===== src/rtl/frame_watchdog_ctrl.sv =====
// Frame watchdog: header-checked atomic latch of joint commands, arming after N good frames, safe state on host timeout.
// Latency: outputs are registered, 1 cycle from strobe; no backpressure, every strobe is consumed in its own cycle.
module frame_watchdog_ctrl #(
  parameter int          NUM_JOINTS     = 5,
  parameter int          TIMEOUT_CYCLES = 4800000,
  parameter int          REARM_FRAMES   = 3,
  parameter logic [31:0] HEADER         = 32'h74697277,
  parameter logic [7:0]  DOUT_SAFE      = 8'h00
) (
  input  logic                     clk,
  input  logic                     rst_n,
  input  logic                     frame_strobe,
  input  logic [31:0]              frame_header,
  input  logic [32*NUM_JOINTS-1:0] freq_cmd_in,
  input  logic [NUM_JOINTS-1:0]    enable_in,
  input  logic [7:0]               dout_in,
  output logic [32*NUM_JOINTS-1:0] freq_cmd_out,
  output logic [NUM_JOINTS-1:0]    enable_out,
  output logic [7:0]               dout_out,
  output logic [1:0]               state,
  output logic [7:0]               fault_count,
  output logic [7:0]               bad_count
);

  localparam int TW = $clog2(TIMEOUT_CYCLES + 1);
  localparam int CW = (REARM_FRAMES < 2) ? 1 : $clog2(REARM_FRAMES + 1);
  localparam logic [TW-1:0] T_MAX  = TW'(TIMEOUT_CYCLES);
  localparam logic [TW-1:0] T_LAST = TW'(TIMEOUT_CYCLES - 1);
  localparam logic [CW-1:0] REARM  = CW'(REARM_FRAMES);

  typedef enum logic [1:0] {
    IDLE   = 2'd0,
    ARMING = 2'd1,
    RUN    = 2'd2,
    FAULT  = 2'd3
  } state_t;

  state_t                     cur_state, nxt_state;
  logic [CW-1:0]              good_cnt, good_cnt_nxt, good_cnt_inc;
  logic [TW-1:0]              timer, timer_nxt;
  logic [32*NUM_JOINTS-1:0]   freq_sh, freq_sh_nxt, freq_nxt;
  logic [NUM_JOINTS-1:0]      enable_sh, enable_sh_nxt, enable_nxt;
  logic [7:0]                 dout_sh, dout_sh_nxt, dout_nxt;
  logic                       good, bad, timeout, fault_inc;

  assign good         = frame_strobe && (frame_header == HEADER);
  assign bad          = frame_strobe && !good;
  assign timeout      = (timer == T_LAST) && !good;
  assign good_cnt_inc = good_cnt + CW'(1);
  assign state        = cur_state;

  assign timer_nxt     = good ? '0 : ((timer == T_MAX) ? timer : timer + TW'(1));
  assign freq_sh_nxt   = good ? freq_cmd_in : freq_sh;
  assign enable_sh_nxt = good ? enable_in   : enable_sh;
  assign dout_sh_nxt   = good ? dout_in     : dout_sh;

  always_comb begin
    nxt_state    = cur_state;
    good_cnt_nxt = good_cnt;
    fault_inc    = 1'b0;
    case (cur_state)
      IDLE, FAULT: begin
        // A lone arming frame suffices when REARM_FRAMES is 1, else ARMING would never complete.
        if (good) begin
          good_cnt_nxt = CW'(1);
          nxt_state    = (REARM_FRAMES == 1) ? RUN : ARMING;
        end
      end
      ARMING: begin
        if (good) begin
          good_cnt_nxt = good_cnt_inc;
          if (good_cnt_inc >= REARM) nxt_state = RUN;
        end else if (bad || timeout) begin
          good_cnt_nxt = '0;
          nxt_state    = IDLE;
        end
      end
      RUN: begin
        if (timeout) begin
          nxt_state = FAULT;
          fault_inc = 1'b1;
        end
      end
      default: nxt_state = IDLE;
    endcase
  end

  // Output registers are loaded from next state and next shadow so a frame is visible one cycle after its strobe.
  always_comb begin
    freq_nxt   = '0;
    enable_nxt = '0;
    dout_nxt   = DOUT_SAFE;
    if (nxt_state == RUN) begin
      enable_nxt = enable_sh_nxt;
      dout_nxt   = dout_sh_nxt;
      for (int j = 0; j < NUM_JOINTS; j++) begin
        if (enable_sh_nxt[j]) freq_nxt[32*j +: 32] = freq_sh_nxt[32*j +: 32];
      end
    end
  end

  always_ff @(posedge clk or negedge rst_n) begin
    if (!rst_n) begin
      cur_state    <= IDLE;
      good_cnt     <= '0;
      timer        <= '0;
      freq_sh      <= '0;
      enable_sh    <= '0;
      dout_sh      <= '0;
      freq_cmd_out <= '0;
      enable_out   <= '0;
      dout_out     <= DOUT_SAFE;
      fault_count  <= '0;
      bad_count    <= '0;
    end else begin
      cur_state    <= nxt_state;
      good_cnt     <= good_cnt_nxt;
      timer        <= timer_nxt;
      freq_sh      <= freq_sh_nxt;
      enable_sh    <= enable_sh_nxt;
      dout_sh      <= dout_sh_nxt;
      freq_cmd_out <= freq_nxt;
      enable_out   <= enable_nxt;
      dout_out     <= dout_nxt;
      if (fault_inc && (fault_count != 8'hFF)) fault_count <= fault_count + 8'd1;
      if (bad && (bad_count != 8'hFF))         bad_count   <= bad_count + 8'd1;
    end
  end

endmodule

===== config.mk =====
export PLATFORM = sky130hd
export DESIGN_NAME = frame_watchdog_ctrl
export DESIGN_NICKNAME = d
export VERILOG_FILES = /design/src/rtl/frame_watchdog_ctrl.sv
export SDC_FILE = /design/constraint.sdc
export NUM_CORES = 1
export LEC_CHECK = 0
export CORE_MARGIN = 10
export CORE_UTILIZATION = 50
export CTS_CLUSTER_DIAMETER = 40
export DETAILED_ROUTE_END_ITERATION = 6
export GPL_TIMING_DRIVEN = 0
export MAX_ROUTING_LAYER = met4
export PLACE_DENSITY = 0.81
export SLEW_MARGIN = 20
export SYNTH_ARGS = -nofsm -noshare
export SYNTH_HDL_FRONTEND = slang
export SYNTH_SLANG_ARGS = --single-unit

===== constraint.sdc =====
create_clock -name clk -period 3 [get_ports clk]
set_input_delay 0.6 -clock clk [delete_from_list [all_inputs] [get_ports clk]]
set_output_delay 0.6 -clock clk [all_outputs]
set_load 0.03 [all_outputs]

---- Word level (Yosys, flattened, before mapping) ----
Cells that the tools add are included.
word-level totals
  bits in registers ....................... 389
  bits in latches ......................... 0
  RAM bits ................................ 0
  ROM bits ................................ 0
  bits of input ports ..................... 208
  output and inout port bits .............. 191
  word-level logic and storage cells ...... 64
  memories ................................ 0
operators by class
  add/subtract/negate cells ............... 4
  $mul .................................... 0
  divide/modulo/power cells ............... 0
  $lt $le $gt $ge ......................... 1
  equal/unequal tests ..................... 12
  shift operators ......................... 0
  mux-type cells .......................... 25
  bitwise operators ....................... 0
  reductions and logical operators ........ 11
operators with widths
  operator                                                                  count
  160-bit two-way mux                                                       2
  32-bit two-way mux                                                        5
  23-bit equality test (second input constant)                              2
  23-bit two-way mux                                                        2
  32-bit by 31-bit equality test with 1-bit output (second input constant)  1
  23-bit by 1-bit adder with 23-bit output (second input constant)          1
  8-bit by 1-bit adder with 8-bit output (second input constant)            2
  2-bit two-way mux                                                         8
  8-bit two-way mux                                                         2
  8-bit inequality test (second input constant)                             2
  5-bit two-way mux                                                         2
  2-bit equality test (second input constant)                               3
  2-bit case mux with 3 select lines                                        1
  1-bit logical AND                                                         5
  2-bit inequality test (second input constant)                             2
  2-bit case mux with 2 select lines                                        1
  3-bit inequality test (second input constant)                             1
  3-bit AND reduction                                                       1
  2-bit by 1-bit adder with 2-bit output (second input constant)            1
  2-bit by 1-bit equality test with 1-bit output (second input constant)    1
  2-bit >= comparator (second input constant)                               1
  2-bit zero test                                                           1
  1-bit two-way mux                                                         2
  2-bit nonzero test                                                        1
  other kinds (3)                                                           3

---- Logic depth before layout (Yosys ltp) ----
  word-level depth ........................ 10
  depth in mapped cells ................... 10
  mapped depth without buffers ............ 8

---- Worst setup path before layout ----
OpenSTA, ideal clock, no wires.
  path type ............................... input port to flip-flop
  start point ............................. in frame_header[25]
  end point ............................... reg freq_cmd_out[100]
  setup time .............................. 0.126 ns
  arrival time ............................ 2.620 ns
  required time ........................... 2.874 ns
  setup slack ............................. 0.253 ns
  cell stages on the path ................. 9
  buffers on the path ..................... 3
  path through ............................ or4b_4 -> nor4_4 -> and3_1 -> buf_6 -> buf_6 -> mux2_4 -> buf_4 -> nand2_1 -> nor3_2
between the ends
  word-level cells in the longest chain between the ends .. 10
ends and longest elaborated chain
  item                                                RTL line  text
  from (decl)                                         13        input logic [31:0] frame_header,
  32-bit by 31-bit equality test with 1-bit output *  46        assign good = frame_strobe && (frame_header == HEADER);
  1-bit logical AND *                                 46
  1-bit zero test                                     47, 48
  1-bit logical AND (on tied branches)                47, 48
  1-bit logical OR                                    73        end else if (bad || timeout) begin
  2-bit two-way mux                                   73
  2-bit two-way mux                                   70        if (good) begin
  2-bit case mux with 3 select lines                  61        case (cur_state)
  2-bit equality test                                 93        if (nxt_state == RUN) begin
  160-bit two-way mux *                               93
  named net freq_nxt[100]                             41        logic [32*NUM_JOINTS-1:0] freq_sh, freq_sh_nxt, freq_nxt;
  to (signal assigned)                                122       freq_cmd_out <= freq_nxt;
  to (decl)                                           17        output logic [32*NUM_JOINTS-1:0] freq_cmd_out,
Mark *: on every way through the listed nets, which the timed path passes. The rest lies on a longest branch.
A chain may end at the register's enable or synchronous reset.

---- Worst setup path in the final report ----
  start point ............................. in frame_header[25]
  end point ............................... reg freq_cmd_out[139]
Same word-level chain as after synthesis.

==> results_dict.tcl <==
set metrics [dict create \
    wire_per_inst_um 21.35 \
    use_met1 0.2686 \
    async_flop_share 1.000 \
    drt_iter0_markers 540 \
    firstDrtPassIters 4 \
    hold_path_class "register to register" \
    synth_nets 1390 \
    fp.coreArea_sq_um 31800 \
    hold_depth 2 \
    maxCapViolCount 0 \
    syn_avg_cell_area_sq_um 13.79 \
    critPathLaunchType "input port" \
    die_y_um 200.0 \
    cp.required_ns 3.42 \
    busiest_layer "met2" \
    drv_slew 0 \
    hpwl_um 32310 \
    synth_edf_count 0 \
    synthCells 1175 \
    setup-tns-final_ns 0 \
    fin_util 0.7121 \
    path_cells "clkdlybuf4s50_1 > or4b_4 > nor4_4 > and3_1 > buf_6 > buf_8 > mux2_4 > buf_4 > nand2_1 > nor3_2" \
    syn-cell-area_sq_um 16210 \
    max-slew-margin-rel 0.5244 \
    fin_worst_skew_ns 0.01429 \
    port_buffers 398 \
    gp_congestion 0.8312 \
    cts_buffer_depth 3 \
    hold_viol 0 \
    met3_usage 0.06865 \
    drt_wl_total_um 44970 \
    synth_ff_type "dfrtp_1" \
    worst_pin_slew_ns 0.7134 \
    netlist.area_leader.share 0.6006 \
    crit_buf_inv 4 \
    slowest_delay_ns 0.55 \
    finalSetupViolations 0 \
    min_to "dout_sh[3]$_DFF_PN0_" \
    use_met2 0.3702 \
    cts_tree "yes" \
    r2r_start "timer[19]$_DFFE_PN0P_" \
    boundaryPins 399 \
    path_max_fanout 10 \
    die_area_sq_um 40020 \
    yosys_warnings 0 \
    grt.overflow.total 0 \
    synthAdderAreaFrac 0.005404 \
    layout.cells.non_filler 2106 \
    ys_seq_elements 389 \
    clock_latency_ns 0.55 \
    dieWidth_um 200.0 \
    dr_total_vias 10780 \
    synth-simple-area-share 0.1823 \
    crit_arrival_ns 3.34 \
    leakagePower_nw 9.747 \
    root_buffer "clkbuf_16" \
    yosysTopAreaCell "dfrtp_1" \
    fmax_mhz 343.0 \
    r2r-end "freq_cmd_out[33]$_DFF_PN0_" \
    min-delay-start "dout_sh[3]$_DFF_PN0_" \
    grt_pass1_vias 12050 \
    peakVddDrop_v 0.0004402 \
    powerDensity_nw_per_um2 537.1 \
    synth_seq_area_share 0.6006 \
    cp_top_family "simple AND/OR/NAND/NOR gates" \
    status "complete, no violations" \
    synth_compound_area_frac 0.009264 \
    cts.sinks 389 \
    grt_pass1_wl_um 69190 \
    synthMuxAreaShare 0.1405 \
    endpoint_kind "register" \
    grt_max_degree 100 \
    drc 0 \
    synthTopCellsByCount "dfrtp_1, nand2_1, nor3_2" \
    r2r_slack_ns 0.32 \
    area.growth.synth_to_final_pct 39.71 \
    synth_cell_types 45 \
    yosysMostFrequentCell "dfrtp_1" \
    rows 65 \
    grt.total_usage 0.2278 \
    worstSetupPathType "input port to register" \
    antenna_found_initial 3 \
    clk_pin_slew_worst_paths_ns 0.05 \
    initial_core_util 0.5097 \
    antenna_left 0 \
    cp_num_cells 10 \
    synth_area_leaders "dfrtp_1, nor3_2, mux2_4, nand2_1, mux2_1" \
    p_total_mw 12.16 \
    final.min_clock_period_ns 2.915 \
    drive_gt1_frac 0.2633 \
    holdWs_ns 0.4645 \
    cts_buffers 49 \
    post-route-period-util 0.9718 \
    reg2reg_depth 8 \
    synth_xor_area_frac 0.01729 \
    synth_top_family_by_area "simple AND/OR/NAND/NOR gates" \
    htreeDepth 2 \
    dp_cells 2012 \
    num-nets-final 1846 \
    routed_via_density 5.121 \
    crit_slowest_cell "or4b_4" \
]
-- per-stage QoR --
| step | cell area [sq um] | worst slack [ns] |
|---|---|---|
| 2_1_floorplan | 16210 | 0.2533 |
| 3_5_place_dp | 20850 | -0.7763 |
| 4_1_cts | 22590 | 0.06345 |
| 6_report | 22640 | 0.08473 |
| 3_3_place_gp | 20740 | -15.06 |
| 5_1_grt | 22640 | -0.04251 |
-- cell families (layout without fill, tap and decap cells) --
| kind of cell | Yosys count | after routing |
|---|---|---|
| multiplexers | 169 | 169 |
| XOR/XNOR | 32 | 32 |
| other | 0 | 4 |
| flip-flops | 389 | 389 |
| buffers and inverters | 92 | 584 |
| adder cells (fa/ha/maj) | 7 | 7 |
| AND/OR/NAND/NOR | 463 | 463 |
| AO/OA/AOI/OAI | 23 | 23 |
-- timing repair --
action	CTS	global route
buffers inserted	0	2
setup endpoints to repair	188	161
hold endpoints to repair	44	0
resized for setup	2	6
cloned	0	0
pin swaps	1	1
hold buffers	1	0
-- registers in the layout, summed over array words and instances (netlist names) --
register,flops
freq_cmd_out,160
state,2
enable_sh,5
good_cnt,2
fault_count,8
dout_sh,8
timer,23
bad_count,8
enable_out,5
freq_sh,160
dout_out,8
-- power by group --
part / switching [mW] / internal, mW / leakage [nW]
clock network: 2.22 / 3.92 / 0.840
registers: 0.0543 / 5.29 / 5.37
logic: 0.307 / 0.375 / 3.54
-- how the worst max path moves through the flow --
stage | start | endpoint
after global placement | rst_n | bad_count[0]$_DFFE_PN0P_
after detailed placement | frame_header[15] | freq_cmd_out[1]$_DFF_PN0_
after floorplan | frame_header[25] | freq_cmd_out[100]$_DFF_PN0_
final | frame_header[25] | freq_cmd_out[139]$_DFF_PN0_
after global routing | frame_header[25] | freq_cmd_out[139]$_DFF_PN0_
after CTS | frame_header[15] | freq_cmd_out[158]$_DFF_PN0_
-- area by class of cell --
cell class / count / area (sq um)
antenna: 4 / 10.01
clock inverter: 24 / 350.3
fill: 2098 / 9155
sequential: 389 / 9734
multi-input combinational: 694 / 5773
tap: 435 / 544.3
clock buffer: 63 / 1371
inverter: 13 / 48.80
timing repair buffer: 405 / 4124
buffer: 79 / 688.2
-- layout by cell type (no fill, tap or decap), types with 5 or more instances in the layout --
cell and count:
clkbuf_1 11, bufinv_16 8, xnor2_1 13, nor2_1 32, and3_1 5, o21ai_0 6
nand4_1 12, mux2_1 50, clkbuf_16 51, nor3_1 11, ha_1 7, nand3_1 12
and4_1 5, clkdlybuf4s50_1 397, inv_1 12, dfrtp_1 389, buf_12 10, buf_6 8
buf_2 21, xor2_1 19, clkinv_2 7, mux2_2 18, buf_4 34, mux2_4 100
clkbuf_8 5, nand2_1 199, nor3b_1 14, nor3_2 153
-- worst register-to-register path: cells and delay by family (launching register included) --
| family | cells | cell delay [ns] |
|---|---|---|
| compound gates | 3 | 0.84 |
| buf+inv | 2 | 0.49 |
| simple gates | 3 | 0.84 |
| flops | 1 | 0.42 |
-- metal layers --
layer / wire [um] / part of all wire
met1: 17410 / 0.39
met2: 22380 / 0.50
met3: 4047 / 0.090
met4: 1123 / 0.025
met5: 0 / 0
(Power assumes the default switching activity.)
